[src/rtl/cv32e40p_apu_resp_pkg.sv]
// cv32e40p_apu_resp_pkg
//   Shared types for the APU responder: the operation encoding seen on the
//   core/FPU interface, the latency-class decode and one delay-line slot.
//   No ports (package).
package cv32e40p_apu_resp_pkg;

  localparam int APU_FLAGS_W    = 5;   // fflags NV,DZ,OF,UF,NX
  localparam int APU_OP_W       = 6;
  localparam int APU_IN_FLAGS_W = 15;  // rounding mode / format fields

  typedef enum logic [APU_OP_W-1:0] {
    APU_FADD     = 6'd0,
    APU_FSUB     = 6'd1,
    APU_FMUL     = 6'd2,
    APU_FMADD    = 6'd3,
    APU_FMSUB    = 6'd4,
    APU_FNMSUB   = 6'd5,
    APU_FNMADD   = 6'd6,
    APU_FDIV     = 6'd7,
    APU_FSQRT    = 6'd8,
    APU_FMIN     = 6'd9,
    APU_FMAX     = 6'd10,
    APU_FCMP     = 6'd11,
    APU_FCVT_F2I = 6'd12,
    APU_FCVT_I2F = 6'd13,
    APU_FSGNJ    = 6'd14,
    APU_FCLASS   = 6'd15
  } apu_op_e;

  typedef struct packed {
    logic                   valid;
    logic [31:0]            result;
    logic [APU_FLAGS_W-1:0] flags;
  } apu_slot_t;

  // Add/sub/mul/fused-multiply-add class; every other code (including
  // unassigned encodings) takes the "others" latency.
  function automatic logic op_is_addmul(input logic [APU_OP_W-1:0] op);
    case (op)
      APU_FADD, APU_FSUB, APU_FMUL,
      APU_FMADD, APU_FMSUB, APU_FNMSUB, APU_FNMADD: return 1'b1;
      default:                                      return 1'b0;
    endcase
  endfunction

endpackage

[src/rtl/cv32e40p_apu_delay_line.sv]
// cv32e40p_apu_delay_line
//   Result delay line with slots 0..MAX_LAT. Slot 0 is the visible output
//   stage; every cycle slot k takes slot k+1 and the top slot refills with
//   an all-zero (invalid) entry, so an entry written into slot L appears at
//   the head L+1 cycles later and invalid slots always carry zero data.
//   A write overrides the shift for the selected slot.
// Ports
//   clk_i, rst_i  clock, asynchronous active-high reset
//   wr_sel_i      one-hot (or zero) write select, bit k = write slot k
//   wr_slot_i     entry to write
//   head_o        slot 0 contents
//   valid_o       per-slot valid bits (current occupancy)
module cv32e40p_apu_delay_line
  import cv32e40p_apu_resp_pkg::*;
#(
  parameter int MAX_LAT = 3
) (
  input  logic             clk_i,
  input  logic             rst_i,
  input  logic [MAX_LAT:0] wr_sel_i,
  input  apu_slot_t        wr_slot_i,
  output apu_slot_t        head_o,
  output logic [MAX_LAT:0] valid_o
);

  for (genvar gi = 0; gi <= MAX_LAT; gi++) begin : g_slot
    apu_slot_t r_slot;
    apu_slot_t w_shift_in;

    if (gi == MAX_LAT) begin : g_top
      assign w_shift_in = '0;
    end else begin : g_mid
      assign w_shift_in = g_slot[gi+1].r_slot;
    end

    always_ff @(posedge clk_i or posedge rst_i) begin
      if (rst_i) begin
        r_slot <= '0;
      end else if (wr_sel_i[gi]) begin
        r_slot <= wr_slot_i;
      end else begin
        r_slot <= w_shift_in;
      end
    end

    assign valid_o[gi] = r_slot.valid;
  end

  assign head_o = g_slot[0].r_slot;

endmodule

[src/rtl/cv32e40p_apu_responder.sv]
// cv32e40p_apu_responder
//   FPU-side end of the core APU interface. Grants requests, forwards them
//   to a combinational FP datapath, delays each result by its class latency
//   and returns results strictly in order as a one-cycle apu_rvalid_o pulse.
// Ports
//   clk_i, rst_i           clock, asynchronous active-high reset
//   apu_req_i/op/operands/flags   core request (held until granted)
//   apu_gnt_o              combinational grant
//   apu_rvalid_o/result/rflags    registered result return
//   fu_valid_o/op/operands/flags  request forwarded to the datapath
//   fu_result_i/status_i   combinational datapath answer
//   stall_cnt_o, op_cnt_o  only with CV32E40P_APU_RESP_PERF_EN defined:
//                          saturating counts of stalled cycles / handshakes
module cv32e40p_apu_responder
  import cv32e40p_apu_resp_pkg::*;
#(
  parameter int ADDMUL_LAT = 0,
  parameter int OTHERS_LAT = 0,
  parameter int MAX_LAT    = 3
) (
  input  logic                      clk_i,
  input  logic                      rst_i,
  input  logic                      apu_req_i,
  input  logic [APU_OP_W-1:0]       apu_op_i,
  input  logic [2:0][31:0]          apu_operands_i,
  input  logic [APU_IN_FLAGS_W-1:0] apu_flags_i,
  output logic                      apu_gnt_o,
  output logic                      apu_rvalid_o,
  output logic [31:0]               apu_result_o,
  output logic [APU_FLAGS_W-1:0]    apu_rflags_o,
  output logic                      fu_valid_o,
  output logic [APU_OP_W-1:0]       fu_op_o,
  output logic [2:0][31:0]          fu_operands_o,
  output logic [APU_IN_FLAGS_W-1:0] fu_flags_o,
  input  logic [31:0]               fu_result_i,
  input  logic [APU_FLAGS_W-1:0]    fu_status_i
`ifdef CV32E40P_APU_RESP_PERF_EN
  ,
  output logic [31:0]               stall_cnt_o,
  output logic [31:0]               op_cnt_o
`endif
);

  if (ADDMUL_LAT < 0 || ADDMUL_LAT > MAX_LAT ||
      OTHERS_LAT < 0 || OTHERS_LAT > MAX_LAT) begin : g_lat_check
    $error("cv32e40p_apu_responder: latency outside 0..MAX_LAT");
  end

  localparam logic [MAX_LAT:0] SLOT_ONE = (MAX_LAT+1)'(1);

  int               w_lat;
  logic [MAX_LAT:0] w_valid;
  logic             w_block;
  logic             w_handshake;
  logic [MAX_LAT:0] w_wr_sel;
  apu_slot_t        w_wr_slot;
  apu_slot_t        w_head;

  always_comb begin
    w_lat = op_is_addmul(apu_op_i) ? ADDMUL_LAT : OTHERS_LAT;
  end

  // An entry now in slot k returns k cycles from now; a new op returns
  // L+1 cycles from now. Blocking every occupied slot above L keeps returns
  // strictly ordered and collision-free, while slot L+1 itself would return
  // in the same cycle as the new op, hence it blocks too.
  assign w_block     = |(w_valid >> (w_lat + 1));
  assign apu_gnt_o   = apu_req_i & ~w_block;
  assign w_handshake = apu_gnt_o;

  assign w_wr_sel  = w_handshake ? (SLOT_ONE << w_lat) : '0;
  assign w_wr_slot = '{valid: 1'b1, result: fu_result_i, flags: fu_status_i};

  cv32e40p_apu_delay_line #(
    .MAX_LAT (MAX_LAT)
  ) u_delay_line (
    .clk_i     (clk_i),
    .rst_i     (rst_i),
    .wr_sel_i  (w_wr_sel),
    .wr_slot_i (w_wr_slot),
    .head_o    (w_head),
    .valid_o   (w_valid)
  );

  // Slot 0 is the registered output stage; invalid slots hold zero data.
  assign apu_rvalid_o = w_head.valid;
  assign apu_result_o = w_head.result;
  assign apu_rflags_o = w_head.flags;

  assign fu_valid_o    = w_handshake;
  assign fu_op_o       = apu_op_i;
  assign fu_operands_o = apu_operands_i;
  assign fu_flags_o    = apu_flags_i;

`ifdef CV32E40P_APU_RESP_PERF_EN
  logic [31:0] r_stall_cnt;
  logic [31:0] r_op_cnt;

  always_ff @(posedge clk_i or posedge rst_i) begin
    if (rst_i) begin
      r_stall_cnt <= '0;
      r_op_cnt    <= '0;
    end else begin
      if (apu_req_i && !apu_gnt_o && r_stall_cnt != 32'hFFFF_FFFF) begin
        r_stall_cnt <= r_stall_cnt + 32'd1;
      end
      if (w_handshake && r_op_cnt != 32'hFFFF_FFFF) begin
        r_op_cnt <= r_op_cnt + 32'd1;
      end
    end
  end

  assign stall_cnt_o = r_stall_cnt;
  assign op_cnt_o    = r_op_cnt;
`endif

endmodule

[config.mk]
export PLATFORM = sky130hd
export DESIGN_NAME = cv32e40p_apu_responder
export DESIGN_NICKNAME = d
export VERILOG_FILES = /design/src/rtl/cv32e40p_apu_resp_pkg.sv /design/src/rtl/cv32e40p_apu_delay_line.sv /design/src/rtl/cv32e40p_apu_responder.sv
export SDC_FILE = /design/constraint.sdc
export NUM_CORES = 1
export LEC_CHECK = 0
export CORE_MARGIN = 2
export CORE_UTILIZATION = 25
export CTS_BUF_LIST = sky130_fd_sc_hd__clkbuf_4 sky130_fd_sc_hd__clkbuf_8
export DETAILED_ROUTE_END_ITERATION = 10
export PLACE_DENSITY = 0.55
export SYNTH_ARGS = -nofsm -noshare
export SYNTH_HDL_FRONTEND = slang
export SYNTH_HIERARCHICAL = 1
export SYNTH_SLANG_ARGS = --single-unit
[constraint.sdc]
create_clock -name clk_i -period 13.2 [get_ports clk_i]
set_clock_uncertainty 0.1 [all_clocks]
set_input_delay 1.98 -clock clk_i [delete_from_list [all_inputs] [get_ports clk_i]]
set_output_delay 1.98 -clock clk_i [all_outputs]
set_load 0.02 [all_outputs]
==> qor.tcl, run 1 <==
set qor(core_um2) 26060
set qor(synth_area_um2) 6618
set qor(cts_made_buffers) 17
set qor(grt_start_max_net_pins) 78
set qor(route.detailed.wl_per_inst_um) 16.71
set qor(slew_at_the_pin_closest_to_its_max_slew_limit_ns) 0.9480
set qor(cts_hold_buffers) 0
set qor(cts_num_sinks) 152
set qor(vdd_drop_max_mv) 0.06700
set qor(synthesis.instances) 445
set qor(final_cells) 764
set qor(detailedRoute.firstIterationViolations) 153
set qor(flow.area_growth_from_synthesis_pct) 10.38
set qor(crit_chain) {clkdlybuf4s50_1, nor4b_4, buf_4, clkdlybuf4s50_1}
set qor(path_common_cell) {clkdlybuf4s50_1}
set qor(layout.filler_cells) 2585
set qor(drive_gt1_share_pct) 34.97
set qor(gp_routability_congestion) 0.6592
set qor(relative_slew_slack_pct) 36.80
set qor(antennaDiodeCount) 0
set qor(cp_data_required_time_ns) 11.12
set qor(worst_skew_pair.late_latency_ns) 0.44
set qor(finalMaxSlewViolations) 0
set qor(timing_worst_setup_path_type) {input port to output pin}
set qor(vias_per_cell) 3.851
set qor(setup-violations-final) 0
set qor(worstReg2RegEnd) {u_delay_line/head_o[6]}
set qor(final_min_period_over_clock_period_pct) 45.79
set qor(p_clk_share_pct) 38.4
set qor(setup.worst_path.end_class) {output pin}
set qor(layout.cell_area.non_filler_um2) 7305
set qor(die_h_um) 166.7
set qor(design_internal_power_uw) 813.5
set qor(holdCritPathClass) {flop to flop}
set qor(power_leakage_nw) 3.244
set qor(switching_power_uw) 240.7
set qor(grt_usage_pct) 9.542
set qor(timing.max_cap.violations) 0
set qor(hold_ws_ns) 0.3699
set qor(cts_tree) {done}
set qor(routed_wirelength_mm) 12.77
set qor(rsz0062_at_grt) {false}
set qor(largest_fanout_on_the_critical_path) 40
set qor(cts-htree-levels) 4
set qor(fp.dieW_um) 166.7
set qor(critPathCapture) {fu_valid_o}
set qor(first_global_vias) 3391
set qor(drt_pass1_iterations) 4
set qor(setup-tns-final_ns) 0
set qor(post-cts-setup-buffers) 0
set qor(finalWorstPathRequiredPeriod_ns) 6.044
set qor(number_of_placed_cells_counting_well_taps) 732
set qor(sw_frac_of_total_pct) 22.83
set qor(timing_hold_violations_final) 0
set qor(antenna_violations_before_repair) 0
set qor(pwr-share-seq_pct) 48.8
set qor(port_buffers) 79
set qor(wire_length_of_the_first_global_routing_pass_mm) 20.37
set qor(drc) 0
set qor(avgSynthCellArea_um2) 14.87
set qor(critPathLaunchType) {input port}
set qor(timing.reg2reg.setup_slack_ns) 11.26
set qor(status) {complete, no violations}
set qor(floorplan.initialDensity_pct) 25.39
set qor(yosys_warnings) 6
set qor(finalNetCount) 573
set qor(post_cts_resize_count) 0
set qor(row_count) 59
set qor(detailed_place_hpwl_mm) 8.497
set qor(crit_path_max_incr_delay_ns) 0.73
set qor(r2r_start) {u_delay_line/valid_o[2]}
set qor(cpMaxStageDelayCell) {clkdlybuf4s50_1}
set qor(cp_data_arrival_time_ns) 3.96
set qor(power_frac_comb_pct) 12.8
set qor(die_area_um2) 27790
set qor(vias) 2942
set qor(overflow) 0
set qor(clk_root_buffer_cell) {clkbuf_8}
set qor(max-clock-path-buffers) 2
set qor(clk_pin_slew_worst_paths_ns) 0.09
set qor(postLayoutCoreUtil_pct) 28.03
set qor(pin_count) 314
set qor(post_dp_cell_area_um2) 6845
set qor(detail-route-antenna-nets) 0
set qor(max_clock_freq_ghz) 0.1654
set qor(worst_setup_sp) {apu_req_i}
set qor(r2r.worst_path.cells) 3
set qor(power_density_nw_per_um2) 144.3
-- how the worst min path moves through the flow --
stage	endpoint	cells past startpoint	start
final	u_delay_line/g_slot[0].w_shift_in[3]	1	u_delay_line/g_slot[1].w_shift_in[3]
after global routing	u_delay_line/g_slot[0].w_shift_in[25]	1	u_delay_line/g_slot[1].w_shift_in[25]
after detailed placement	u_delay_line/head_o[32]	1	u_delay_line/g_slot[0].w_shift_in[32]
after global placement	u_delay_line/head_o[27]	1	u_delay_line/g_slot[0].w_shift_in[27]
after CTS	u_delay_line/head_o[34]	1	u_delay_line/g_slot[0].w_shift_in[34]
after floorplan	u_delay_line/head_o[0]	1	u_delay_line/g_slot[0].w_shift_in[0]
-- registers in the layout, summed over array words and instances, names as in the netlist --
register                        flops
u_delay_line/head_o                38
u_delay_line/valid_o                3
u_delay_line/g_slot.w_shift_in    111
-- worst max-delay path: cells and delay by family --
kind	cells	cell delay, ns
simple gates	1	0.18
buf+inv	3	1.80
-- per-layer routing --
layer / share of wire [%] / GRT usage, %
met5: 0 / 0
met2: 51 / 16.28
met3: 8.3 / 3.874
met1: 36 / 9.635
met4: 5.4 / 6.259
-- area by class of cell --
class / count / area (um^2) / area share [%]
tap: 335 / 419.2 / 5.738
timing repair buffer: 81 / 805.8 / 11.03
clock inverter: 11 / 195.2 / 2.672
multi-input combinational: 163 / 1808 / 24.75
clock buffer: 21 / 264.0 / 3.614
sequential: 152 / 3804 / 52.07
inverter: 1 / 8.758 / 0.1199
-- placed cells by master (no fill, tap or decap), drive strengths merged --
cell type	count
conb	10
inv	3
and2	38
dfrtp	152
clkdlybuf4s50	79
buf	2
clkbuf	21
bufinv	5
clkinv	1
clkinvlp	3
nor4b	1
mux2	114
-- per-stage QoR --
step	total power, mW	setup WS [ns]
after detailed placement	0.6578	7.109
after CTS	1.070	7.111
final	1.054	7.156
after floorplan	0.6585	7.027
after global routing	1.107	7.035
after global placement	0.6546	7.138
-- power by group through the flow --
stage | Combinational [mW] | Sequential [mW] | Clock (mW)
CTS | 0.134 | 0.515 | 0.421
floorplan | 0.120 | 0.538 | 0
finish | 0.135 | 0.514 | 0.405
global placement | 0.132 | 0.523 | 0
detailed placement | 0.134 | 0.524 | 0
global route | 0.146 | 0.518 | 0.443
Power figures use the tool's default switching activity.
==> run 2: changes to the inputs <==
Settings changed: PLACE_DENSITY 0.55 to 0.57.
Clock period 13.2 ns to 5.1 ns, I/O delays scaled along.
==> run 2 against run 1 <==
Routed wire length fell by 0.91%. Final cell count rose by 0.26%. Clock power rose by 120%. First-iteration DRC count fell by 23%. Hold slack got worse by 0.00077 ns. Final area fell by 0.82%. Combinational power rose to 2.6 times the previous value. Flip-flop and latch count did not move. Count of clock-buffer cells in the layout fell by 3. Largest power group unchanged. Highest routed layer unchanged.
==> qor.tcl, run 2 (same netlist as run 1, synthesis figures left out) <==
set qor(cts_hold_buffers) 0 ;# unchanged
set qor(cp_data_arrival_time_ns) 2.53 ;# was 3.96 ns
set qor(rsz0062_at_grt) {false} ;# unchanged
set qor(worst_skew_pair.late_latency_ns) 0.44 ;# about the same
set qor(relative_slew_slack_pct) 38.79 ;# was 36.80%
set qor(r2r.worst_path.cells) 3 ;# unchanged
set qor(setup-tns-final_ns) 0 ;# unchanged
set qor(groute.layer.met2.usage_pct) 15.43 ;# was 16.28%
set qor(pwr-share-seq_pct) 51.7 ;# was 48.8%
set qor(switching_power_uw) 670.2 ;# was 240.7 uW
set qor(crit_path_max_incr_delay_ns) 0.68 ;# was 0.73 ns
set qor(area_of_the_multi_input_gates_um2) 1808 ;# unchanged
set qor(crit_chain) {clkdlybuf4s50_1, nor4b_4, buf_4, clkdlybuf4s50_1} ;# unchanged
set qor(design_internal_power_mw) 1.904 ;# was 813.5 uW
set qor(total_power_mw) 2.574 ;# was 1.054 mW
set qor(worst_hold_path.endpoint) {u_delay_line/head_o[10]} ;# was u_delay_line/g_slot[0].w_shift_in[3]
set qor(sw_frac_of_total_pct) 26.04 ;# was 22.83%
set qor(power_leakage_nw) 3.221 ;# was 3.244 nW
set qor(gp_routability_congestion) 0.6532 ;# was 0.6592
set qor(grt_start_max_net_pins) 103 ;# was 78
set qor(die_h_um) 166.7 ;# unchanged
set qor(routed_wirelength_mm) 12.65 ;# was 12.77 mm
set qor(grtUsageMet1_pct) 9.840 ;# was 9.635%
set qor(finalWorstPathRequiredPeriod_ns) 3.393
set qor(cts-htree-levels) 4 ;# unchanged
set qor(first_global_vias) 3364 ;# was 3391
set qor(die_area_um2) 27790 ;# unchanged
set qor(vdd_drop_max_mv) 0.1899 ;# was 0.06700 mV
set qor(worstReg2RegEnd) {u_delay_line/head_o[7]} ;# was u_delay_line/head_o[6]
set qor(holdCritStartpoint) {u_delay_line/g_slot[0].w_shift_in[10]} ;# was u_delay_line/g_slot[1].w_shift_in[3]
set qor(global_route.usage.met3_pct) 4.491 ;# was 3.874%
set qor(power_density_nw_per_um2) 355.3 ;# was 144.3 nW/um^2
set qor(layout_commonest_cell) {dfrtp_1} ;# unchanged
set qor(overflow) 0 ;# unchanged
set qor(drt_pass1_iterations) 4 ;# unchanged
set qor(post_cts_resize_count) 0 ;# unchanged
set qor(postLayoutCoreUtil_pct) 27.80 ;# was 28.03%
set qor(max_clock_freq_ghz) 0.2948
set qor(vias) 2929 ;# was 2942
set qor(timing_worst_setup_path_type) {input port to output pin} ;# unchanged
set qor(core_um2) 26060 ;# unchanged
set qor(wire_length_of_the_first_global_routing_pass_mm) 19.83 ;# was 20.37 mm
set qor(final_min_period_over_clock_period_pct) 66.52
set qor(max-clock-path-buffers) 2 ;# unchanged
set qor(cts_made_buffers) 17 ;# unchanged
set qor(antenna_violations_before_repair) 0 ;# unchanged
set qor(grt_usage_pct) 9.261 ;# was 9.542%
set qor(power_frac_comb_pct) 13.6 ;# was 12.8%
set qor(slew_at_the_pin_closest_to_its_max_slew_limit_ns) 0.9181 ;# was 0.9480 ns
set qor(largest_register_ffs) 111 ;# unchanged
set qor(gr-max-usage-layer) {met2} ;# unchanged
set qor(detailed_place_hpwl_mm) 8.417 ;# was 8.497 mm
set qor(detailedRoute.firstIterationViolations) 118 ;# was 153
set qor(post-cts-setup-buffers) 0 ;# unchanged
set qor(drc) 0 ;# unchanged
set qor(cts_tree) {done} ;# unchanged
set qor(holdCritPathClass) {flop to flop} ;# unchanged
set qor(port_buffers) 79 ;# unchanged
set qor(r2r_start) {u_delay_line/valid_o[2]} ;# unchanged
set qor(worst_setup_sp) {apu_req_i} ;# unchanged
set qor(cts_num_sinks) 152 ;# unchanged
set qor(largest_fanout_on_the_critical_path) 22 ;# was 40
set qor(vias_per_cell) 3.824 ;# was 3.851
set qor(detail-route-antenna-nets) 0 ;# unchanged
set qor(setup.worst_path.end_class) {output pin} ;# unchanged
set qor(route.detailed.wl_per_inst_um) 16.52 ;# was 16.71 um
set qor(antennaDiodeCount) 0 ;# unchanged
set qor(cp_data_required_time_ns) 4.24 ;# was 11.12 ns
set qor(cpMaxStageDelayCell) {clkdlybuf4s50_1} ;# unchanged
set qor(commonest_non_fill_non_tap_cells_in_the_layout) {152 x dfrtp_1, 79 x clkdlybuf4s50_1, 60 x mux2_4} ;# unchanged
set qor(flow.area_growth_from_synthesis_pct) 9.473 ;# was 10.38%
set qor(timing.hold.worst_path_depth) 1 ;# unchanged
set qor(clk_pin_slew_worst_paths_ns) 0.10 ;# was 0.09 ns
set qor(critPathLaunchType) {input port} ;# unchanged
set qor(timing.max_cap.violations) 0 ;# unchanged
set qor(timing.reg2reg.setup_slack_ns) 3.38 ;# was 11.26 ns
set qor(floorplan.initialDensity_pct) 25.39 ;# unchanged
set qor(layout.filler_cells) 2605 ;# was 2585
set qor(pin_count) 314 ;# unchanged
set qor(timing_hold_violations_final) 0 ;# unchanged
set qor(path_common_cell) {clkdlybuf4s50_1} ;# unchanged
set qor(drive_gt1_share_pct) 35.27 ;# was 34.97%
set qor(clk_root_buffer_cell) {clkbuf_8} ;# unchanged
set qor(register_cell_area_after_layout_um2) 3804 ;# unchanged
set qor(row_count) 59 ;# unchanged
set qor(finalNetCount) 575 ;# was 573
set qor(fp.dieW_um) 166.7 ;# unchanged
set qor(status) {complete, no violations} ;# unchanged
set qor(p_clk_share_pct) 34.6 ;# was 38.4%
set qor(finalMaxSlewViolations) 0 ;# unchanged
set qor(setup-violations-final) 0 ;# unchanged
run 2: worst max-delay path: cells and delay by family:
family	cells	cell delay [ns]
buffers and inverters	3	1.54
AND/OR/NAND/NOR	1	0.22
run 2: per-stage QoR:
stage / setup WS [ns] / instances / cell area (um^2) / hold slack (ns)
after floorplan: 0.1419 / 453 / 6648 / 0.3555
after global placement: 1.712 / 734 / 6860 / 0.3585
after detailed placement: 1.671 / 734 / 6860 / 0.3637
after CTS: 1.668 / 766 / 7244 / 0.3768
after global routing: 1.614 / 766 / 7244 / 0.3846
final: 1.707 / 766 / 7244 / 0.3691
run 2: how the worst max path moves through the flow:
stage | end | depth (start not counted)
final | fu_valid_o | 4
after global routing | fu_valid_o | 4
after CTS | fu_valid_o | 4
after detailed placement | fu_valid_o | 4
after global placement | fu_valid_o | 4
after floorplan | u_delay_line/g_slot[0].w_shift_in[0] | 1
run 2: per-layer routing:
layer  vias to the layer above  routed length [um]
met5                         -                   0
met4                         0                 415
met3                        60                1163
met2                       135                6332
met1                      1467                4740
li1                       1267                   -
run 2: final cells by class:
type | count | share of cell area (%)
Clock inverter | 14 | 1.969
Timing Repair Buffer | 83 | 11.33
Sequential cell | 152 | 52.50
Clock buffer | 18 | 3.333
Tap cell | 335 | 5.786
Inverter | 1 | 0.1209
Multi-Input combinational cell | 163 | 24.96
run 2: power groups by stage:
stage	registers, mW	logic, mW	clock network (mW)
2_1_floorplan	1.39	0.312	0
3_3_place_gp	1.35	0.342	0
3_5_place_dp	1.36	0.347	0
4_1_cts	1.33	0.348	0.929
5_1_grt	1.34	0.379	0.985
6_report	1.33	0.351	0.892
==> run 3: changes to the inputs <==
Settings changed: PLACE_DENSITY 0.57 to 0.55.
Clock period 5.1 ns to 3.5 ns, I/O delays scaled along.
==> run 3 against run 2 <==
Register-to-register slack worse by 1.9 ns. Flip-flop and latch count unchanged. Power up 47%. Combinational power up 47%. Critical path depth down 1. Clock power up 50%. Critical endpoint unchanged. First-iteration DRC count up 61%. Non-clock buffer count down 1. Die area unchanged.
==> qor.tcl, run 3 (same netlist as run 1, synthesis figures left out) <==
set qor(timing_worst_setup_path_type) {input port to output pin} ;# unchanged
set qor(cp_data_arrival_time_ns) 1.88 ;# was 2.53 ns
set qor(number_of_placed_cells_counting_well_taps) 733 ;# was 734
set qor(holdCritPathClass) {flop to flop} ;# unchanged
set qor(vias_per_cell) 3.887 ;# was 3.824
set qor(drc) 0 ;# unchanged
set qor(gp_routability_congestion) 0.6934 ;# was 0.6532
set qor(die_h_um) 166.7 ;# unchanged
set qor(relative_slew_slack_pct) 54.66 ;# was 38.79%
set qor(postLayoutCoreUtil_pct) 27.93 ;# was 27.80%
set qor(cp_data_required_time_ns) 2.87 ;# was 4.24 ns
set qor(die_area_um2) 27790 ;# unchanged
set qor(core_um2) 26060 ;# unchanged
set qor(post_dp_cell_area_um2) 6877 ;# was 6860 um^2
set qor(finalMaxSlewViolations) 0 ;# unchanged
set qor(overflow) 0 ;# unchanged
set qor(clk_pin_slew_worst_paths_ns) 0.08 ;# was 0.10 ns
set qor(final_cells) 764 ;# was 766
set qor(max_clock_freq_ghz) 0.3990
set qor(pin_count) 314 ;# unchanged
set qor(post_cts_resize_count) 0 ;# unchanged
set qor(holdCritStartpoint) {u_delay_line/g_slot[1].w_shift_in[30]} ;# was u_delay_line/g_slot[0].w_shift_in[10]
set qor(detail-route-antenna-nets) 0 ;# unchanged
set qor(fp.dieW_um) 166.7 ;# unchanged
set qor(max-clock-path-buffers) 2 ;# unchanged
set qor(crit_chain) {clkdlybuf4s50_1, nor4b_4, clkdlybuf4s50_1} ;# was clkdlybuf4s50_1, nor4b_4, buf_4, clkdlybuf4s50_1
set qor(grt_usage_pct) 9.634 ;# was 9.261%
set qor(largest_register_ffs) 111 ;# unchanged
set qor(largest_fanout_on_the_critical_path) 3 ;# was 22
set qor(cts_made_buffers) 17 ;# unchanged
set qor(status) {complete, no violations} ;# unchanged
set qor(row_count) 59 ;# unchanged
set qor(cts_num_sinks) 152 ;# unchanged
set qor(rsz0062_at_grt) {false} ;# unchanged
set qor(slew_at_the_pin_closest_to_its_max_slew_limit_ns) 0.6802 ;# was 0.9181 ns
set qor(antenna_violations_before_repair) 0 ;# unchanged
set qor(cts_tree) {done} ;# unchanged
set qor(commonest_non_fill_non_tap_cells_in_the_layout) {152 x dfrtp_1, 79 x clkdlybuf4s50_1, 60 x mux2_4} ;# unchanged
set qor(r2r_start) {u_delay_line/valid_o[2]} ;# unchanged
set qor(antennaDiodeCount) 0 ;# unchanged
set qor(first_global_vias) 3328 ;# was 3364
set qor(port_buffers) 79 ;# unchanged
set qor(drt_pass1_iterations) 4 ;# unchanged
set qor(cts_hold_buffers) 0 ;# unchanged
set qor(drive_gt1_share_pct) 34.97 ;# was 35.27%
set qor(vdd_drop_max_mv) 0.1996 ;# was 0.1899 mV
set qor(routed_wirelength_mm) 13.02 ;# was 12.65 mm
set qor(layout_commonest_cell) {dfrtp_1} ;# unchanged
set qor(final_min_period_over_clock_period_pct) 71.61
set qor(layout.cell_area.non_filler_um2) 7279 ;# was 7244 um^2
set qor(power_leakage_nw) 3.219 ;# was 3.221 nW
set qor(vias) 2970 ;# was 2929
set qor(timing.hold.worst_path_depth) 1 ;# unchanged
set qor(crit_path_max_incr_delay_ns) 0.65 ;# was 0.68 ns
set qor(setup.worst_path.end_class) {output pin} ;# unchanged
set qor(met2_wirelength_mm) 6.916 ;# was 6.332 mm
set qor(timing.max_cap.violations) 0 ;# unchanged
set qor(met3_wirelength_mm) 1.109 ;# was 1.163 mm
set qor(path_common_cell) {clkdlybuf4s50_1} ;# unchanged
set qor(floorplan.initialDensity_pct) 25.39 ;# unchanged
set qor(detailedRoute.firstIterationViolations) 190 ;# was 118
set qor(finalWorstPathRequiredPeriod_ns) 2.507
set qor(cpMaxStageDelayCell) {clkdlybuf4s50_1} ;# unchanged
set qor(critPathLaunchType) {input port} ;# unchanged
set qor(routed.top_layer) {met4} ;# unchanged
set qor(cts-htree-levels) 4 ;# unchanged
set qor(worst_setup_sp) {apu_req_i} ;# unchanged
set qor(timing_hold_violations_final) 0 ;# unchanged
set qor(finalNetCount) 574 ;# was 575
set qor(clk_root_buffer_cell) {clkbuf_8} ;# unchanged
set qor(flow.area_growth_from_synthesis_pct) 10.00 ;# was 9.473%
set qor(grt_start_max_net_pins) 96 ;# was 103
set qor(r2r.worst_path.cells) 3 ;# unchanged
set qor(worst_skew_pair.late_latency_ns) 0.44 ;# about the same
set qor(post-cts-setup-buffers) 0 ;# unchanged
set qor(setup-violations-final) 0 ;# unchanged
set qor(power_density_nw_per_um2) 521.3 ;# was 355.3 nW/um^2
set qor(route.detailed.wl_per_inst_um) 17.04 ;# was 16.52 um
set qor(wire_length_of_the_first_global_routing_pass_mm) 20.33 ;# was 19.83 mm
set qor(detailed_place_hpwl_mm) 8.821 ;# was 8.417 mm
set qor(setup-tns-final_ns) 0 ;# unchanged
set qor(m1WireLength_mm) 4.492 ;# was 4.740 mm
==> run 3: changes by cell type in the layout (fill, tap and decap cells not counted) <==
cell,change
bufinv_16,+1
clkbuf_8,+3
buf_12,+2
buf_4,-3
inv_6,-3
clkinvlp_4,+4
inv_8,-2
clkinv_4,-4
==> run 3: path summary, 6_finish.rpt <==
check,end,slack [ns]
hold / removal,u_delay_line/g_slot[0].w_shift_in[30],0.38
setup / recovery,fu_valid_o,0.99
min in group asynchronous,u_delay_line/g_slot[0].w_shift_in[5],0.42
hold reg to reg,u_delay_line/g_slot[0].w_shift_in[30],0.38
max in group asynchronous,u_delay_line/g_slot[1].w_shift_in[22],2.40
setup reg to reg,u_delay_line/head_o[14],1.49
==> run 3: final cells by class <==
cell class	count	area (um^2)
repair buffers	82	838.3
flip-flops and latches	152	3804
multi-input cells	163	1808
fillers	2619	18780
clock inverters	10	120.1
well taps	335	419.2
inverters	1	7.507
clock buffers	21	282.8
==> run 3: worst max-delay path: cells and delay by family <==
family / cells / cell delay, ns
AND/OR/NAND/NOR: 1 / 0.24
buffers and inverters: 2 / 1.11
==> run 3: per-layer routing <==
metal	GRT usage [%]	up-vias
li1	-	1262
met1	9.664	1535
met2	16.98	126
met3	4.230	47
met4	4.835	0
met5	0	-
==> run 3: report_power, final <==
part	internal [mW]	switching, mW	leakage [nW]	total, mW
Combinational	0.290	0.225	1.16	0.515
Sequential	1.90	0.0423	1.87	1.94
Clock	0.696	0.644	0.190	1.34
==> run 3: through the flow <==
step           power [mW]  hold WS, ns  setup WS [ns]
6_report            3.795       0.3753         0.9935
5_1_grt             3.999       0.3839         0.9360
4_1_cts             3.853       0.3768         0.9646
3_5_place_dp        2.485       0.3643         0.9478
3_3_place_gp        2.472       0.3583          1.003
2_1_floorplan       2.484       0.3555         0.9581
